===== src/rtl/gigatron_vga_capture.sv =====
// gigatron_vga_capture
//
// Captures the Gigatron's 160x480 (pixel-strobe domain) video output into a
// 640x480 byte framebuffer. Each Gigatron pixel is replicated into four
// horizontally adjacent framebuffer bytes, written one every other cycle
// because the framebuffer port accepts one write per two cycles.
//
// Ports
//   fpga_clock                 sole clock, all logic on posedge
//   rst                        synchronous active-high reset
//   gigatron_pixel_strobe      one-cycle pulse per Gigatron pixel
//   gigatron_out[7:0]          {vsync_n, hsync_n, B[1:0], G[1:0], R[1:0]}
//   framebuffer_write_signal   one-cycle write request
//   framebuffer_write_address  byte address 0..0x4AFFF
//   framebuffer_write_data     pixel, RRRGGGBB
//   capture_frame_done         one-cycle pulse per vsync_n falling edge
//   capture_overflow           sticky: a visible pixel was dropped
//
// Parameters
//   H_BACK_PORCH  strobes from hsync_n rising to first visible pixel
//   V_BACK_PORCH  lines from vsync_n deassertion to first visible line
//
// Build option
//   GIGATRON_CAPTURE_TEST_PATTERN_EN  when defined, write data is x XOR y
//   instead of the converted pixel colour; addressing is unchanged.
//
// Replicator FSM
//   state | meaning
//   IDLE  | no entry in flight, waiting for a visible strobe
//   BUSY  | replicating the current entry; phase 0..7, write on even phases

module gigatron_vga_capture #(
  parameter int H_BACK_PORCH = 12,
  parameter int V_BACK_PORCH = 33
) (
  input  logic        fpga_clock,
  input  logic        rst,
  input  logic        gigatron_pixel_strobe,
  input  logic [7:0]  gigatron_out,
  output logic        framebuffer_write_signal,
  output logic [18:0] framebuffer_write_address,
  output logic [7:0]  framebuffer_write_data,
  output logic        capture_frame_done,
  output logic        capture_overflow
);

  localparam logic [9:0]  H_FIRST        = 10'(H_BACK_PORCH);
  localparam logic [9:0]  H_LAST         = 10'(H_BACK_PORCH + 159);
  localparam logic [9:0]  V_FIRST        = 10'(V_BACK_PORCH);
  localparam logic [9:0]  V_LAST         = 10'(V_BACK_PORCH + 479);
  localparam logic [9:0]  COUNT_MAX      = 10'd1023;
  localparam logic [18:0] LINE_STRIDE    = 19'd640;
  localparam logic [18:0] LAST_LINE_BASE = 19'(479 * 640);

  typedef enum logic {
    ST_IDLE = 1'b0,
    ST_BUSY = 1'b1
  } state_t;

  // ---------------------------------------------------------------------
  // Sync tracking and raster position
  // ---------------------------------------------------------------------
  logic        hsync_n;
  logic        vsync_n;
  logic        prev_hsync_n;
  logic        prev_vsync_n;
  logic        h_fall;
  logic        v_fall;
  logic [9:0]  h_count;
  logic [9:0]  v_count;
  logic [18:0] line_base;
  logic        frame_armed;
  logic        h_in_range;
  logic        v_in_range;
  logic        pixel_visible;
  logic [7:0]  pix_x;
  logic [18:0] entry_base;
  logic [7:0]  entry_data;

  assign hsync_n = gigatron_out[6];
  assign vsync_n = gigatron_out[7];

  assign h_fall = gigatron_pixel_strobe & prev_hsync_n & ~hsync_n;
  assign v_fall = gigatron_pixel_strobe & prev_vsync_n & ~vsync_n;

  // Position tests use the counters as they stand before this strobe's update.
  assign h_in_range = (h_count >= H_FIRST) && (h_count <= H_LAST);
  assign v_in_range = (v_count >= V_FIRST) && (v_count <= V_LAST);

  // frame_armed keeps a frame that started before reset from being captured
  // part-way through; it is set by the next vsync_n falling edge.
  assign pixel_visible = gigatron_pixel_strobe & hsync_n & vsync_n &
                         h_in_range & v_in_range & frame_armed;

  assign pix_x      = 8'(h_count - H_FIRST);
  assign entry_base = line_base + {9'd0, pix_x, 2'b00};

`ifdef GIGATRON_CAPTURE_TEST_PATTERN_EN
  logic [7:0] pix_y;
  assign pix_y      = 8'(v_count - V_FIRST);
  assign entry_data = pix_x ^ pix_y;
`else
  // 2-bit channels widened by repeating the MSB: RRR GGG BB.
  assign entry_data = {gigatron_out[1], gigatron_out[0], gigatron_out[1],
                       gigatron_out[3], gigatron_out[2], gigatron_out[3],
                       gigatron_out[5], gigatron_out[4]};
`endif

  always_ff @(posedge fpga_clock) begin
    if (rst) begin
      prev_hsync_n <= 1'b1;
      prev_vsync_n <= 1'b1;
      h_count      <= '0;
      v_count      <= '0;
      line_base    <= '0;
      frame_armed  <= 1'b0;
    end else if (gigatron_pixel_strobe) begin
      prev_hsync_n <= hsync_n;
      prev_vsync_n <= vsync_n;

      if (!hsync_n) begin
        h_count <= '0;
      end else if (h_count != COUNT_MAX) begin
        h_count <= h_count + 10'd1;
      end

      if (!vsync_n) begin
        v_count <= '0;
      end else if (h_fall && (v_count != COUNT_MAX)) begin
        v_count <= v_count + 10'd1;
      end

      // vsync low wins over a coincident hsync fall, so no stride is added.
      if (!vsync_n) begin
        line_base <= '0;
      end else if (h_fall && v_in_range && frame_armed &&
                   (line_base != LAST_LINE_BASE)) begin
        line_base <= line_base + LINE_STRIDE;
      end

      if (v_fall) begin
        frame_armed <= 1'b1;
      end
    end
  end

  always_ff @(posedge fpga_clock) begin
    if (rst) begin
      capture_frame_done <= 1'b0;
    end else begin
      capture_frame_done <= v_fall;
    end
  end

  // ---------------------------------------------------------------------
  // Replicator FSM
  // ---------------------------------------------------------------------
  state_t      state_q;
  state_t      state_d;
  logic [2:0]  phase_q;
  logic [2:0]  phase_d;

  logic [18:0] cur_base;
  logic [7:0]  cur_data;
  logic [18:0] hold_base;
  logic [7:0]  hold_data;
  logic        hold_valid;

  logic        phase_last;
  logic        load_new;
  logic        load_held;
  logic        hold_capture;
  logic        drop_pixel;

  assign phase_last = (state_q == ST_BUSY) && (phase_q == 3'd7);

  // On the last phase with nothing held, a new pixel goes straight into the
  // current entry; timing is identical to passing through the holding slot.
  assign load_new     = pixel_visible &&
                        ((state_q == ST_IDLE) || (phase_last && !hold_valid));
  assign load_held    = phase_last && hold_valid;
  assign hold_capture = pixel_visible && (state_q == ST_BUSY) &&
                        !phase_last && !hold_valid;
  // A full holding slot drops the pixel even on the last phase: the slot is
  // only freed by that same edge.
  assign drop_pixel   = pixel_visible && (state_q == ST_BUSY) && hold_valid;

  always_ff @(posedge fpga_clock) begin
    if (rst) begin
      state_q <= ST_IDLE;
      phase_q <= '0;
    end else begin
      state_q <= state_d;
      phase_q <= phase_d;
    end
  end

  always_comb begin
    state_d = state_q;
    phase_d = phase_q;
    case (state_q)
      ST_IDLE: begin
        if (load_new) begin
          state_d = ST_BUSY;
          phase_d = 3'd0;
        end
      end
      ST_BUSY: begin
        if (phase_q != 3'd7) begin
          phase_d = phase_q + 3'd1;
        end else if (hold_valid || pixel_visible) begin
          phase_d = 3'd0;
        end else begin
          state_d = ST_IDLE;
          phase_d = 3'd0;
        end
      end
      default: begin
        state_d = ST_IDLE;
        phase_d = 3'd0;
      end
    endcase
  end

  always_comb begin
    framebuffer_write_signal  = 1'b0;
    framebuffer_write_address = '0;
    framebuffer_write_data    = '0;
    if (state_q == ST_BUSY) begin
      framebuffer_write_signal  = ~phase_q[0];
      framebuffer_write_address = cur_base + {17'd0, phase_q[2:1]};
      framebuffer_write_data    = cur_data;
    end
  end

  always_ff @(posedge fpga_clock) begin
    if (rst) begin
      cur_base         <= '0;
      cur_data         <= '0;
      hold_base        <= '0;
      hold_data        <= '0;
      hold_valid       <= 1'b0;
      capture_overflow <= 1'b0;
    end else begin
      if (load_new) begin
        cur_base <= entry_base;
        cur_data <= entry_data;
      end else if (load_held) begin
        cur_base   <= hold_base;
        cur_data   <= hold_data;
        hold_valid <= 1'b0;
      end

      if (hold_capture) begin
        hold_base  <= entry_base;
        hold_data  <= entry_data;
        hold_valid <= 1'b1;
      end

      if (drop_pixel) begin
        capture_overflow <= 1'b1;
      end
    end
  end

endmodule


===== config.mk =====
export PLATFORM = sky130hd
export DESIGN_NAME = gigatron_vga_capture
export DESIGN_NICKNAME = d
export VERILOG_FILES = /design/src/rtl/gigatron_vga_capture.sv
export SDC_FILE = /design/constraint.sdc
export NUM_CORES = 1
export LEC_CHECK = 0
export CAP_MARGIN = 20
export CORE_MARGIN = 2
export CORE_UTILIZATION = 51
export CTS_CLUSTER_DIAMETER = 120
export CTS_CLUSTER_SIZE = 30
export DETAILED_ROUTE_END_ITERATION = 6
export PLACE_DENSITY = 0.8
export SYNTH_ARGS = -nofsm -noshare
export SYNTH_HDL_FRONTEND = slang
export SYNTH_SLANG_ARGS = --single-unit

===== constraint.sdc =====
create_clock -name fpga_clock -period 2.6 [get_ports fpga_clock]
set_input_delay 0.39 -clock fpga_clock [delete_from_list [all_inputs] [get_ports fpga_clock]]
set_output_delay 0.39 -clock fpga_clock [all_outputs]
set_load 0.02 [all_outputs]

# ---- Word-level counts from Yosys, hierarchy flattened
# Cells that the tools add are included.
dict set report word_totals {
  ff_bits 103
  wordCells 97
}
dict set report classes {
  addsub 7
  n_lt_le_gt_ge 4
  n_eq_ne 10
  mux 23
  bitwise 13
  n_reduce_logical 25
}
# operator n
set ops {}
lappend ops {{2-to-1 mux 19 bit} 5}
lappend ops {{2-to-1 mux 10 bit} 4}
lappend ops {{2-to-1 mux 8 bit} 3}
lappend ops {{adder 10 x 1 -> 10 bit (second input constant)} 2}
lappend ops {{inequality test 10 bit (second input constant)} 2}
lappend ops {{adder 19 x 10 -> 19 bit} 1}
lappend ops {{adder 19 x 10 -> 19 bit (second input constant)} 1}
lappend ops {{adder 19 x 2 -> 19 bit} 1}
lappend ops {{inequality test 19 bit (second input constant)} 1}
lappend ops {{logical AND 1 bit} 14}
lappend ops {{>= comparator 10 x 4 -> 1 bit (second input constant)} 1}
lappend ops {{>= comparator 10 x 6 -> 1 bit (second input constant)} 1}
lappend ops {{less-or-equal comparator 10 bit (second input constant)} 1}
lappend ops {{less-or-equal comparator 10 x 8 -> 1 bit (second input constant)} 1}
lappend ops {{AND reduction 2 bit} 5}
lappend ops {{AND 1 bit} 9}
lappend ops {{inequality test 2 x 1 -> 1 bit (second input constant)} 4}
lappend ops {{subtractor 8 x 4 -> 8 bit (second input constant)} 1}
lappend ops {{2-to-1 mux 1 bit} 7}
lappend ops {{2-to-1 mux 3 bit} 2}
lappend ops {{one-hot mux 3 bit (2 select lines)} 1}
lappend ops {{inverter 1 bit} 4}
lappend ops {{nonzero test 2 bit} 2}
lappend ops {{adder 3 x 1 -> 3 bit (second input constant)} 1}
lappend ops {{other kinds (6)} 8}

# ---- Depth between registers and ports, before layout
dict set report logic_depth {
  ltp_word 10
  mapped_depth 10
}

# ---- Worst setup path after synthesis
# Ideal clock, no wire load.
dict set report synth_path {
  path_type {register -> register}
  start {register h_count[2]}
  end {register cur_base[18]}
  setup_time_ns 0.074
  arrival_ns 2.408
  required_ns 2.526
  slack_ns 0.117
  stages_incl_launch_ff 10
  path_buffers 0
  period_less_slack_ns 2.483
  cell_sequence {dfxtp_1 > ha_1 > nor3_1 > xor2_1 > ha_1 > a211oi_1 > nor3_1 > a21boi_0 > o221ai_1 > a31oi_1}
}
dict set report synth_via {
  elab_chain_cells 7
}
# item line
set synth_rtl {}
lappend synth_rtl {{start: declaration} 69} ;# logic [9:0] h_count;
lappend synth_rtl {{start signal: assignment} 124} ;# h_count <= h_count + 10'd1;
lappend synth_rtl {{branches (longest 7 deep; another with adder 19 x 10 -> 19 bit)} --}
lappend synth_rtl {{end signal: assignment} 246} ;# cur_base <= entry_base;
lappend synth_rtl {{end signal: assignment} 249} ;# cur_base <= hold_base;
lappend synth_rtl {{end: declaration} 163} ;# logic [18:0] cur_base;
# Parallel ways; which one is timed is not known.
# A chain may end at the register's enable or synchronous reset.

# ---- Worst setup path in the final report
dict set report layout_path {
  start {register h_count[2]}
  end {register cur_base[16]}
}
# Same word-level chain as after synthesis.

==> impl_metrics.ini <==
[critical_path]
reg2regPathDepth = 10
cp_slowest_stage_delay_ns = 0.45
r2r_end = cur_base[16]
regToRegSetupSlack_ns = 0.17
worstPathMaxFanout = 7
slowest_stage = dfxtp_1
path_buf_inv = 1
r2r_start = h_count[2]
cp-start-kind = register
worstSetupPathType = register to register
cp_data_required_time_ns = 2.88
critical_path.cell_chain = ha_1 -> nor3_2 -> xor2_1 -> ha_1 -> a211oi_1 -> buf_4 -> nor4_1 -> xor2_1 -> nor3_1 -> a211oi_1
path_depth = 10
worstPathArrival_ns = 2.71
cp_top_family = adder cells
end_kind = register

[grt]
grt.overflow.total = 0
grt_max_degree = 52
antenna_found_initial = 0
grt_pass1_vias = 4170
grt_pass1_wl_um = 19600
track_usage_pct = 23.7

[timing]
min_period_ns = 2.43
fin_crit_sh_pct = 93.4
hold_viol_final = 0
report.final.slew_viol_count = 0
tightest_slew_ns = 0.717
max_freq_mhz = 412
setup_ws_ns = 0.171
slew_headroom_pct = 51.7
setup_viol = 0
clock_skew_ns = 0.00981

[routing]
wirelength_um = 11800
drt_iter0_drc = 281
wl_per_cell_um = 16.4
routed_via_density = 6.25
dr_total_vias = 4480
dr.pass1.iters = 6
postRouteAntennaNets = 0
drcViolationCount = 0

[floorplanning]
rows = 35
die_h_um = 101
coreArea_mm2 = 0.00915
start_util_pct = 52.2
die_area_mm2 = 0.0102
boundaryPins = 41
fp.dieW_um = 101

[pwr]
power.leakage_nw = 1.90
finalPower_w = 0.00263
irDropWorstVdd_v = 0.000288
pwr_density_cell_mw_per_mm2 = 473

[clock_network]
hold_buffers = 0
clk_pin_slew_ns = 0.09
clk_latency_ns = 0.36
cts_buffers = 9
clock-sinks = 88
cts_buffer_depth = 2
h-tree-depth = 3
root_buffer = clkbuf_8
cts_tree = done

[worst_hold_path]
holdPathStages = 2
min_path_type = input pin to register
hp-start = rst
whs_endpoint = h_count[1]

[synth]
synth_seq_cells = 88
synth-edff-count = 0
syn_area_per_cell_um2 = 8.32
synth_cells = 574
yosysMostFrequentCell = dfxtp_1
yosysTopAreaCell = dfxtp_1
ys_warn_count = 0
synth_fp_nets = 598
synthFlopType = dfxtp_1
seq_area_frac_synth_pct = 36.9
synthDistinctLibCells = 57
syn_area_mm2 = 0.00477
netlist.area_leader.share_pct = 36.9
yosys-top-cells-area = dfxtp_1 37%, nand4_1 3.8%, and2_1 3.5%
synthTopCellsByCount = 88 x dfxtp_1, 43 x nand2_1, 31 x nor2_1, 30 x clkbuf_1, 29 x nand4_1
async_flop_share_pct = 0

[place]
io_buffers = 40
place_ws_ns = 0.0930
gp_congestion = 0.868
post_dp_cell_area_mm2 = 0.00530
dp_hpwl_um = 8080
dp_cells = 701

[final_layout]
stdcell_area_mm2 = 0.00556
areaGrowthSynthToFinish_pct = 16.4
nets = 625
fin_util_pct = 60.7
antenna-diode-count = 0
fillerInstances = 787
drive_gt1_share_pct = 9.74
final_cells = 717

[outcome]
status = finished clean

[flow_run]
drv_cap = 0
## flip-flops by register name (all words and copies together) (netlist names), 3 cells and up
name	flops
v_count	10
phase_q	3
hold_base	17
hold_data	6
cur_data	6
h_count	10
line_base	12
cur_base	17
## placed cells by master (no fill, tap or decap), types with 3 or more instances in the layout
cell type | netlist | routed
o21ai_0 | 22 | 22
and2_1 | 27 | 27
nand4_1 | 29 | 29
xnor2_1 | 18 | 18
nand3_1 | 18 | 18
a2111o_1 | 6 | 6
dfxtp_1 | 88 | 88
o211ai_1 | 14 | 14
buf_4 | 5 | 29
or3_1 | 3 | 3
clkbuf_8 | 0 | 9
a211oi_1 | 18 | 18
a21oi_1 | 28 | 28
a31oi_1 | 26 | 26
nor3_1 | 27 | 26
mux2i_1 | 13 | 13
inv_1 | 16 | 16
nand2_1 | 43 | 43
o2111ai_1 | 5 | 5
ha_1 | 13 | 13
and3_1 | 4 | 4
nor2_1 | 31 | 31
nor4_1 | 16 | 16
bufinv_16 | 0 | 3
o311ai_0 | 3 | 3
clkdlybuf4s50_1 | 0 | 39
xor2_1 | 11 | 11
## per-stage QoR
| step | TNS, ns | hold WS, ns |
|---|---|---|
| after floorplan | 0 | 0.435 |
| after global placement | 0 | 0.445 |
| after detailed placement | 0 | 0.458 |
| after CTS | 0 | 0.386 |
| after global routing | -0.152 | 0.394 |
| final | 0 | 0.402 |
## cell families (layout without fill, tap and decap cells)
logic type                 after synthesis  count (layout)  share of synthesized area [%]
and+or+nand+nor                        216             216                           24.1
AOI/OAI and AO/OA                      145             145                           21.0
xor gates and xnor gates                29              29                           5.32
adders and majority gates               13              13                           3.41
buffers and inverters                   70             102                           6.50
muxes                                   13              13                           2.73
DFF                                     88              88                           36.9
## worst max path at each step
stage / startpoint / endpoint / slack (ns)
4_1_cts: h_count[2] / cur_base[18] / 0.07
2_1_floorplan: h_count[2] / cur_base[18] / 0.12
3_5_place_dp: h_count[2] / cur_base[18] / 0.09
5_1_grt: h_count[2] / cur_base[13] / -0.06
6_report: h_count[2] / cur_base[16] / 0.17
3_3_place_gp: gigatron_out[6] / cur_base[5] / 0.21
## what timing repair did
action | CTS | global route
setup buffers | 0 | 0
resized for setup | 0 | 4
endpoints found under the setup margin | 0 | 16
## final cells by class
class                      instances  area (µm²)  share of cell area (%)
clock inverter                     7         118                    2.12
timing repair buffer              70         633                    11.4
tap                              111         139                    2.50
multi-input combinational        416        2720                    49.0
inverter                          16        60.1                    1.08
clock buffer                       9         124                    2.23
sequential                        88        1760                    31.7
## report_power, final
part | internal [W] | switching (W) | leakage [nW]
logic | 0.0000417 | 0.0000733 | 1.07
registers | 0.00135 | 0.0000101 | 0.710
clock network | 0.000640 | 0.000506 | 0.124
## metal layers
layer  GRT usage (%)  part of all wire, %  up-vias
li1                -                    -     2181
met1            30.6                   44     2109
met2            40.5                   49      176
met3            4.58                  6.3       14
met4            6.01                 0.81        0
met5               0                    0        -
No activity file was read; power rests on OpenSTA's default activity.
